==> src/rtl/kv_plru_pkg.sv <==
`default_nettype none
// ============================================================================
//  Module      : kv_plru_pkg
//  Description : Shared helpers for the tree pseudo-LRU engine. The helpers
//                work on maximum-size vectors (32 ways, 31 tree nodes) so
//                that any associativity from 2 to 32 can use them.
//                  - onehot_to_idx : one-hot to index, lowest set bit wins
//                  - child_node    : heap step from a node to its child
//                  - range_mask    : way mask covered by a subtree
//                  - tree_update   : mark a way MRU in a tree
//  Revision    : 1.0 - initial release
// ============================================================================
package kv_plru_pkg;

    localparam int c_MAX_WAYS   = 32;
    localparam int c_MAX_LEVELS = 5;
    localparam int c_MAX_NODES  = c_MAX_WAYS - 1;

    // Index of the lowest set bit. An all-zero input returns 0, so callers
    // must qualify the input with a non-zero check.
    function automatic logic [4:0] onehot_to_idx(input logic [c_MAX_WAYS-1:0] oh);
        logic [4:0]            idx;
        logic [c_MAX_WAYS-1:0] sh;
        idx = '0;
        for (int i = c_MAX_WAYS - 1; i >= 0; i--) begin
            sh = oh >> i;
            if (sh[0]) begin
                idx = 5'(i);
            end
        end
        return idx;
    endfunction

    // Heap ordering: the children of node n are 2n+1 (left) and 2n+2 (right).
    function automatic int child_node(input int node, input logic go_right);
        return 2 * node + 1 + int'(go_right);
    endfunction

    // Mask of the ways lo .. lo+size-1, i.e. the ways under one subtree.
    function automatic logic [c_MAX_WAYS-1:0] range_mask(input int lo, input int size);
        return ((32'd1 << size) - 32'd1) << lo;
    endfunction

    // Walk the root-to-leaf path of 'way' and point every node away from it.
    // A node bit of 1 means the victim lies in the right subtree, so a way in
    // the left subtree writes 1 and a way in the right subtree writes 0.
    function automatic logic [c_MAX_NODES-1:0] tree_update(
        input logic [c_MAX_NODES-1:0] tree,
        input logic [4:0]             way,
        input int                     levels
    );
        logic [c_MAX_NODES-1:0] t;
        logic [4:0]             wb;
        int                     node;
        t    = tree;
        node = 0;
        for (int l = 0; l < c_MAX_LEVELS; l++) begin
            if (l < levels) begin
                // Way-index bit for this level: 0 = left half, 1 = right half.
                wb   = way >> (levels - 1 - l);
                t    = (t & ~(31'd1 << node)) | ({30'd0, ~wb[0]} << node);
                node = child_node(node, wb[0]);
            end
        end
        return t;
    endfunction

endpackage : kv_plru_pkg
`default_nettype wire

==> src/rtl/kv_plru_select.sv <==
`default_nettype none
// ============================================================================
//  Module      : kv_plru_select
//  Description : Combinational victim selection for one set.
//                Priority: lowest free (invalid, unlocked) way; otherwise a
//                tree walk that steers around fully locked subtrees;
//                otherwise (everything locked) none=1 and way=0.
//  Ports       : tree      - PLRU node bits, heap ordered
//                validmask - 1 = way holds a valid line
//                lockmask  - 1 = way may not be chosen
//                way       - one-hot victim
//                none      - every way is locked
//  Revision    : 1.0 - initial release
// ============================================================================
module kv_plru_select
    import kv_plru_pkg::*;
#(
    parameter int NUM_WAYS = 4
) (
    input  logic [NUM_WAYS-2:0] tree,
    input  logic [NUM_WAYS-1:0] validmask,
    input  logic [NUM_WAYS-1:0] lockmask,
    output logic [NUM_WAYS-1:0] way,
    output logic                none
);

    localparam int                  c_LEVELS = $clog2(NUM_WAYS);
    localparam logic [NUM_WAYS-1:0] c_ONE    = {{(NUM_WAYS-1){1'b0}}, 1'b1};

    logic [NUM_WAYS-1:0]   w_free;
    logic [c_MAX_WAYS-1:0] w_lock32;

    assign w_free   = ~validmask & ~lockmask;
    assign w_lock32 = 32'(lockmask);

    always_comb begin
        logic [NUM_WAYS-2:0]   node_bits;
        logic [c_MAX_WAYS-1:0] lmask;
        logic [c_MAX_WAYS-1:0] rmask;
        logic                  left_locked;
        logic                  right_locked;
        logic                  go_right;
        int                    node;
        int                    lo;
        int                    half;

        way          = '0;
        none         = 1'b0;
        node_bits    = '0;
        lmask        = '0;
        rmask        = '0;
        left_locked  = 1'b0;
        right_locked = 1'b0;
        go_right     = 1'b0;
        node         = 0;
        lo           = 0;
        half         = 0;

        if (&lockmask) begin
            none = 1'b1;
        end else if (|w_free) begin
            // Isolate the lowest set bit.
            way = w_free & (~w_free + c_ONE);
        end else begin
            // Not everything is locked, so at every node at least one child
            // subtree still holds an unlocked way; the walk cannot dead-end.
            for (int l = 0; l < c_LEVELS; l++) begin
                half         = NUM_WAYS >> (l + 1);
                lmask        = range_mask(lo, half);
                rmask        = range_mask(lo + half, half);
                left_locked  = ((w_lock32 & lmask) == lmask);
                right_locked = ((w_lock32 & rmask) == rmask);
                node_bits    = tree >> node;
                go_right     = node_bits[0] ? ~right_locked : left_locked;
                if (go_right) begin
                    lo = lo + half;
                end
                node = child_node(node, go_right);
            end
            way = c_ONE << lo;
        end
    end

endmodule : kv_plru_select
`default_nettype wire

==> src/rtl/kv_tree_plru.sv <==
`default_nettype none
// ============================================================================
//  Module      : kv_tree_plru
//  Description : Tree pseudo-LRU replacement engine, one tree per set.
//                Hit/fill updates are written at the end of their cycle;
//                victim lookups return a registered one-hot way one cycle
//                later. Lookups see same-cycle writes (fill, then update).
//                With UPDATE_ON_VICTIM=1 every returned victim is marked MRU
//                in the cycle its result is presented.
//  Ports       : i_clk, i_rst            - clock, sync active-high reset
//                i_upd_valid/index/way   - access to record (one-hot way)
//                i_vic_req/index         - victim lookup request
//                i_vic_validmask/lockmask- per-way valid and lock state
//                o_vic_valid/way/none    - registered lookup result
//  Revision    : 1.0 - initial release
// ============================================================================
module kv_tree_plru
    import kv_plru_pkg::*;
#(
    parameter int  NUM_WAYS         = 4,
    parameter int  NUM_SETS         = 16,
    parameter bit  UPDATE_ON_VICTIM = 1'b0,
    localparam int IDX_W            = $clog2(NUM_SETS)
) (
    input  logic                i_clk,
    input  logic                i_rst,
    input  logic                i_upd_valid,
    input  logic [IDX_W-1:0]    i_upd_index,
    input  logic [NUM_WAYS-1:0] i_upd_way,
    input  logic                i_vic_req,
    input  logic [IDX_W-1:0]    i_vic_index,
    input  logic [NUM_WAYS-1:0] i_vic_validmask,
    input  logic [NUM_WAYS-1:0] i_vic_lockmask,
    output logic                o_vic_valid,
    output logic [NUM_WAYS-1:0] o_vic_way,
    output logic                o_vic_none
);

    localparam int c_LEVELS = $clog2(NUM_WAYS);

    logic [NUM_WAYS-2:0] r_tree [NUM_SETS];
    logic                r_vic_valid;
    logic [NUM_WAYS-1:0] r_vic_way;
    logic                r_vic_none;
    logic [IDX_W-1:0]    r_vic_index;

    logic                   w_fill_active;
    logic                   w_upd_active;
    logic [c_MAX_NODES-1:0] w_fill_new;
    logic [c_MAX_NODES-1:0] w_upd_base;
    logic [c_MAX_NODES-1:0] w_upd_new;
    logic [c_MAX_NODES-1:0] w_look;
    logic [NUM_WAYS-1:0]    w_sel_way;
    logic                   w_sel_none;
    logic                   w_unused;

    // The result currently on the outputs is the fill target.
    assign w_fill_active = UPDATE_ON_VICTIM && r_vic_valid && !r_vic_none;
    assign w_upd_active  = i_upd_valid && (|i_upd_way);

    always_comb begin
        logic [c_MAX_NODES-1:0] fill_base;
        fill_base                 = '0;
        fill_base[NUM_WAYS-2:0]   = r_tree[r_vic_index];
        w_fill_new                = tree_update(fill_base,
                                                onehot_to_idx(32'(r_vic_way)),
                                                c_LEVELS);

        // An update to the set being filled builds on the filled tree so
        // that the update wins on shared nodes.
        w_upd_base                = '0;
        w_upd_base[NUM_WAYS-2:0]  = r_tree[i_upd_index];
        if (w_fill_active && (r_vic_index == i_upd_index)) begin
            w_upd_base = w_fill_new;
        end
        w_upd_new                 = tree_update(w_upd_base,
                                                onehot_to_idx(32'(i_upd_way)),
                                                c_LEVELS);

        // Lookup forwarding. w_upd_new already contains the fill whenever
        // the fill and the update share the lookup's set.
        w_look                    = '0;
        w_look[NUM_WAYS-2:0]      = r_tree[i_vic_index];
        if (w_fill_active && (r_vic_index == i_vic_index)) begin
            w_look = w_fill_new;
        end
        if (w_upd_active && (i_upd_index == i_vic_index)) begin
            w_look = w_upd_new;
        end
    end

    // Upper bits of the max-size helper vectors are always zero here.
    assign w_unused = ^{w_fill_new, w_upd_new, w_look};

    kv_plru_select #(
        .NUM_WAYS (NUM_WAYS)
    ) u_select (
        .tree      (w_look[NUM_WAYS-2:0]),
        .validmask (i_vic_validmask),
        .lockmask  (i_vic_lockmask),
        .way       (w_sel_way),
        .none      (w_sel_none)
    );

    always_ff @(posedge i_clk) begin
        if (i_rst) begin
            for (int s = 0; s < NUM_SETS; s++) begin
                r_tree[s] <= '0;
            end
            r_vic_valid <= 1'b0;
            r_vic_way   <= '0;
            r_vic_none  <= 1'b0;
            r_vic_index <= '0;
        end else begin
            // When both target one set the second write carries both effects.
            if (w_fill_active) begin
                r_tree[r_vic_index] <= w_fill_new[NUM_WAYS-2:0];
            end
            if (w_upd_active) begin
                r_tree[i_upd_index] <= w_upd_new[NUM_WAYS-2:0];
            end
            r_vic_valid <= i_vic_req;
            r_vic_way   <= i_vic_req ? w_sel_way : '0;
            r_vic_none  <= i_vic_req && w_sel_none;
            r_vic_index <= i_vic_index;
        end
    end

    assign o_vic_valid = r_vic_valid;
    assign o_vic_way   = r_vic_way;
    assign o_vic_none  = r_vic_none;

endmodule : kv_tree_plru
`default_nettype wire

==> config.mk <==
export PLATFORM = sky130hd
export DESIGN_NAME = kv_tree_plru
export DESIGN_NICKNAME = d
export VERILOG_FILES = /design/src/rtl/kv_plru_pkg.sv /design/src/rtl/kv_plru_select.sv /design/src/rtl/kv_tree_plru.sv
export SDC_FILE = /design/constraint.sdc
export NUM_CORES = 1
export LEC_CHECK = 0
export BUFFER_PORTS_ARGS = -buffer_cell sky130_fd_sc_hd__buf_2
export CAP_MARGIN = 20
export CORE_ASPECT_RATIO = 1.25
export CORE_MARGIN = 2
export CORE_UTILIZATION = 40
export DETAILED_ROUTE_END_ITERATION = 6
export PLACE_DENSITY = 0.55
export SLEW_MARGIN = 10
export SYNTH_ARGS = -nofsm -noshare
export SYNTH_HDL_FRONTEND = slang
export SYNTH_SLANG_ARGS = --single-unit
==> constraint.sdc <==
create_clock -name i_clk -period 3.1 [get_ports i_clk]
set_clock_uncertainty 0.1 [all_clocks]
set_input_delay 0.155 -clock i_clk [delete_from_list [all_inputs] [get_ports i_clk]]
set_output_delay 0.155 -clock i_clk [all_outputs]
set_load 0.03 [all_outputs]
==> results.toml, run 1 <==
[status]
status = "finished, final reports clean"

[synth]
synth_enable_flop_cells = 48
syn_inst = 246
avgSynthCellArea_um2 = 12.2
yosys.area.top_type = "edfxtp_1"
ys_top_cells_by_area = "edfxtp_1 48%, mux4_2 14%, nor2_1 8.0%, dfxtp_1 4.0%, nand2b_1 3.5%"
yosys.area.top_type_share_pct = 47.9
synth_area_um2 = 3010
synth.net_count = 270
yosysUniqueCellTypes = 40
yosys_warnings = 0
ys_async_sr_fraction_pct = 0
ys.flop_type = "edfxtp_1"
ys_ff_latch = 54
ys_seq_area_share_pct = 51.9

[floorplanning]
die_area_um2 = 8230
fp.dieH_um = 101
io_pins = 30
placementRows = 35
core-area_um2 = 7310
die_w_um = 81.5
initial_core_util_pct = 41.1

[sta]
fin_tns_setup_ns = 0
rsz0062_at_grt = "false"
tightest_slew_ns = 0.624
hold_viol = 0
setup_viol = 0
relSlewSlack_pct = 58.0
post-route-period-util_pct = 94.5
timing.final.max_slew_violations = 0
timing.fmax_ghz = 0.341
period_minus_slack_ns = 2.93

[setup_path]
path_class = "reg2reg"
crit_required_ns = 3.21
cp.arrival_ns = 3.04
crit_start = "r_tree[13][0]"
start_kind = "flop"
end_kind = "flop"
r2r-start = "r_tree[13][0]"
path_max_fanout = 4

[placed_design]
dp.cells = 362
portBuffers = 29
gp_congestion = 0.828
post-dp-hpwl_um = 5280

[route]
wl_um = 7040
vias_per_cell = 5.51
vias = 2060
wl_per_cell_um = 18.8
dr.pass1.iters = 4
ant_nets = 0
drc_errors = 0
drt_iter0_markers = 129

[cells_and_area]
drive_gt1_share_pct = 28.7
syn_to_final_growth_pct = 13.7
num_antenna_cells = 0
multi_input_area_um2 = 1370
regArea_um2 = 1560
layout_commonest_cell = "nor2_1"
instances_no_fill = 374
final_cell_mix = "64 x nor2_1, 48 x edfxtp_1, 29 x buf_2"
fin_nets = 305
fill_cells = 680

[clocking]
clk_pin_slew_ns = 0.10
clkLatencyLatePin_ns = 0.31
cts_htree_levels = 2
cts_tree = "done"
cts.sinks = 54
cts_max_path_buffers = 2
ctsRootBufferMaster = "clkbuf_8"
cts_made_buffers = 5

[global_route]
grt_use_met1_pct = 22.6
gr-usage-all-layers_pct = 18.3
grt_pass1_wl_um = 11000
use_met3_pct = 2.51
grtUsageMet2_pct = 32.8
grt.overflow.total = 0
busiest_layer = "met2"
antenna_found_initial = 0
grt_pass1_vias = 2089
grt_max_degree = 20

[job]
drv_cap = 0

[pwr]
peakVddDrop_v = 0.000247
leakage_uw = 0.00128
powerDensity_nw_per_um2 = 469

[worst_hold_path]
min_from = "i_vic_validmask[2]"
hold_path_class = "in2reg"
[cells in the mapped netlist, types with 4 or more instances]
| library cell | n |
|---|---|
| xnor2_1 | 4 |
| nand3_1 | 4 |
| dfxtp_1 | 6 |
| mux4_2 | 19 |
| edfxtp_1 | 48 |
| mux2i_1 | 7 |
| clkbuf_1 | 9 |
| nor2_1 | 64 |
| nand2_1 | 20 |
| nand2b_1 | 17 |
| nor3_1 | 5 |
[metrics by stage]
step	setup WS [ns]	power, µW	utilization [%]	area [µm²]	hold slack [ns]
4_1_cts	0.0955	1600	46.4	3390	0.0217
3_5_place_dp	0.0664	1130	44.6	3260	0.283
2_1_floorplan	0.252	1040	-	3010	0.171
5_1_grt	0.0119	1660	46.8	3420	0.0320
6_report	0.170	1600	46.8	3420	0.0229
3_3_place_gp	0.0942	1120	44.6	3260	0.294
[per-layer routing]
layer | share of wire, % | routed length (µm)
met2 | 52 | 3680
met3 | 3.6 | 250
met1 | 43 | 3010
met4 | 1.3 | 95
met5 | 0 | 0
[final timing paths]
| check | to | slack, ns | depth (start not counted) |
|---|---|---|---|
| max | o_vic_way[1] | 0.17 | 10 |
| min | o_vic_way[2] | 0.02 | 4 |
| max reg2reg | o_vic_way[1] | 0.17 | 10 |
| min reg2reg | r_tree[1][2] | 1.22 | 5 |
[worst max-delay path, cell delays in order, from the launching register on]
cell	delay [ns]
edfxtp_1	0.41
mux4_1	0.54
mux2i_2	0.19
mux2i_1	0.14
a21oi_4	0.19
mux2i_4	0.30
mux2i_1	0.11
o22ai_2	0.27
mux2i_1	0.24
o22ai_2	0.12
a31o_1	0.21
[where the power goes]
| part | leakage (µW) | switching, µW | total [µW] | internal, µW |
|---|---|---|---|---|
| clock network | 0.0000514 | 244 | 485 | 242 |
| registers | 0.000532 | 17.5 | 841 | 823 |
| logic | 0.000701 | 146 | 278 | 132 |
[registers in the layout (all words and copies together), names as in the netlist]
signal / count
r_tree: 48
o_vic_way: 4
o_vic_none: 1
o_vic_valid: 1
[logic make-up (layout without fill, tap and decap cells)]
kind of cell | Yosys count | after routing | share of synthesized area, %
xor gates and xnor gates | 4 | 4 | 1.17
buffers and inverters | 17 | 53 | 3.08
DFF | 54 | 54 | 51.9
AOI/OAI and AO/OA | 20 | 20 | 6.03
and+or+nand+nor | 119 | 119 | 17.4
muxes | 32 | 32 | 20.4
[timing repair]
action                                  4_1_cts  5_1_grt
endpoints found under the hold margin         2        0
hold buffers                                  2        0
setup buffers                                 0        2
endpoints found under the setup margin        0        3
gates resized for setup                       0        2
[area by class of cell]
| class | count | area share (%) |
|---|---|---|
| clock inverters | 2 | 1.10 |
| clock buffers | 6 | 2.12 |
| flip-flops and latches | 54 | 45.7 |
| inverters | 2 | 0.220 |
| repair buffers | 43 | 7.46 |
| well taps | 92 | 3.37 |
| multi-input cells | 175 | 40.1 |
Note: power is estimated with default switching activity, not from simulation.
==> run 2, diff against run 1 <==
- BUFFER_PORTS_ARGS: -buffer_cell sky130_fd_sc_hd__buf_2 -> unset
- DONT_BUFFER_PORTS: unset -> 1
- PLACE_DENSITY: 0.55 -> 0.51
- SKIP_CTS_REPAIR_TIMING: unset -> 1
==> results.toml, run 2 (synthesis results as in run 1) <==
[status]
status = "finished with violations"
failed_checks = "negative hold slack"

[cells_and_area]
layout_commonest_cell = "nor2_1"
num_antenna_cells = 0
largest_register_ffs = 48
drive_gt1_share_pct = 19.1
multi_input_area_um2 = 1380
final_cell_mix = "64 x nor2_1, 48 x edfxtp_1, 20 x nand2_1, 20 x mux4_2, 17 x nand2b_1"
largest-register = "r_tree"
fill_cells = 680
syn_to_final_growth_pct = 10.7
regArea_um2 = 1560
fin_nets = 279

[placed_design]
gp_congestion = 0.772
post-dp-hpwl_um = 5220
place_ws_ns = 0.0947
portBuffers = 0

[sta]
rsz0062_at_grt = "false"
hold_ws_ns = -0.0105
timing.fmax_ghz = 0.349
fin_tns_setup_ns = 0
hold_viol = 1
relSlewSlack_pct = 58.7
setup_viol = 0
period_minus_slack_ns = 2.87
timing.final.max_slew_violations = 0
post-route-period-util_pct = 92.5
setup_slack_ns = 0.233
tightest_slew_ns = 0.615

[floorplanning]
core-area_um2 = 7310
fp.dieH_um = 101
die_area_um2 = 8230
placementRows = 35
die_w_um = 81.5
io_pins = 30
initial_core_util_pct = 41.1

[pwr]
p_seq_share_pct = 54.6
p_int_uw = 1180
powerDensity_nw_per_um2 = 465
p_sw_uw = 363
power_frac_comb_pct = 14.9
peakVddDrop_v = 0.000239
switching_share_pct = 23.5
clkPwrFrac_pct = 30.5
leakage_uw = 0.00118

[global_route]
grt_max_degree = 20
grt.overflow.total = 0
antenna_found_initial = 0
grt_pass1_vias = 1955
gr-usage-all-layers_pct = 18.4
grt_pass1_wl_um = 10800

[setup_path]
cp.arrival_ns = 3.00
start_kind = "flop"
critPathMaxStageDelay_ns = 0.51
crit_required_ns = 3.23
cp_slowest_cell = "mux4_2"
end_kind = "flop"
path_class = "reg2reg"
path_max_fanout = 4
path_cells = "mux4_2, mux2i_4, mux2i_2, a21oi_4, mux2i_4, mux2i_1, o22ai_2, mux2i_1, o22ai_2, o31ai_1"

[clocking]
cts.sinks = 54
cts_tree = "done"
ctsRootBufferMaster = "clkbuf_8"
clk_pin_slew_ns = 0.10
cts_made_buffers = 5
cts_max_path_buffers = 2
clkLatencyLatePin_ns = 0.31
cts_htree_levels = 2

[route]
wl_per_cell_um = 20.5
drc_errors = 0
vias_per_cell = 5.61
dr.pass1.iters = 4
ant_nets = 0
vias = 1952
drt_iter0_markers = 137
wl_um = 7130

[job]
drv_cap = 0

[worst_hold_path]
hold_path_class = "in2reg"
==> run 2: through the flow <==
step | power (µW) | util (%) | cell area (µm²) | std cells | hold WS [ns]
floorplan | 1040 | - | 3010 | 246 | 0.171
global placement | 1070 | 42.1 | 3080 | 328 | 0.192
detailed placement | 1070 | 42.1 | 3080 | 328 | 0.189
CTS | 1540 | 43.6 | 3190 | 336 | -0.141
global route | 1600 | 45.5 | 3330 | 348 | 0.000287
finish | 1550 | 45.5 | 3330 | 348 | -0.0105
==> run 2: worst max-delay path, delay by kind of cell, from the launching register on <==
family / cells / cell delay, ns
DFF: 1 / 0.41
AOI/OAI and AO/OA: 4 / 0.78
muxes: 6 / 1.50
==> run 2: path summary, 6_finish.rpt <==
path | slack (ns) | startpoint | to | cells past startpoint
min | -0.01 | i_vic_validmask[1] | o_vic_way[1] | 2
min reg2reg | 1.21 | r_tree[6][2] | r_tree[10][2] | 5
max | 0.23 | r_tree[0][0] | o_vic_way[2] | 10
max reg2reg | 0.23 | r_tree[0][0] | o_vic_way[2] | 10
==> run 2: cell type report <==
class | instances | area share, %
clock buffers | 5 | 2.07
clock inverters | 3 | 1.20
inverters | 2 | 0.226
multi-input cells | 175 | 41.4
flip-flops and latches | 54 | 46.9
well taps | 92 | 3.46
repair buffers | 17 | 4.66
==> run 2: per-layer routing <==
metal,up-vias,track usage (%),share of wire [%]
li1,915,-,-
met1,963,22.4,40
met2,65,32.4,52
met3,9,3.58,6.1
met4,0,5.87,1.7
met5,-,0,0
==> run 2: power by group through the flow <==
stage | Combinational [µW] | Sequential [µW] | Clock, µW
final | 231 | 844 | 472
after global routing | 249 | 849 | 504
after CTS | 211 | 845 | 481
after detailed placement | 210 | 862 | 0
after global placement | 210 | 861 | 0
after floorplan | 186 | 853 | 0
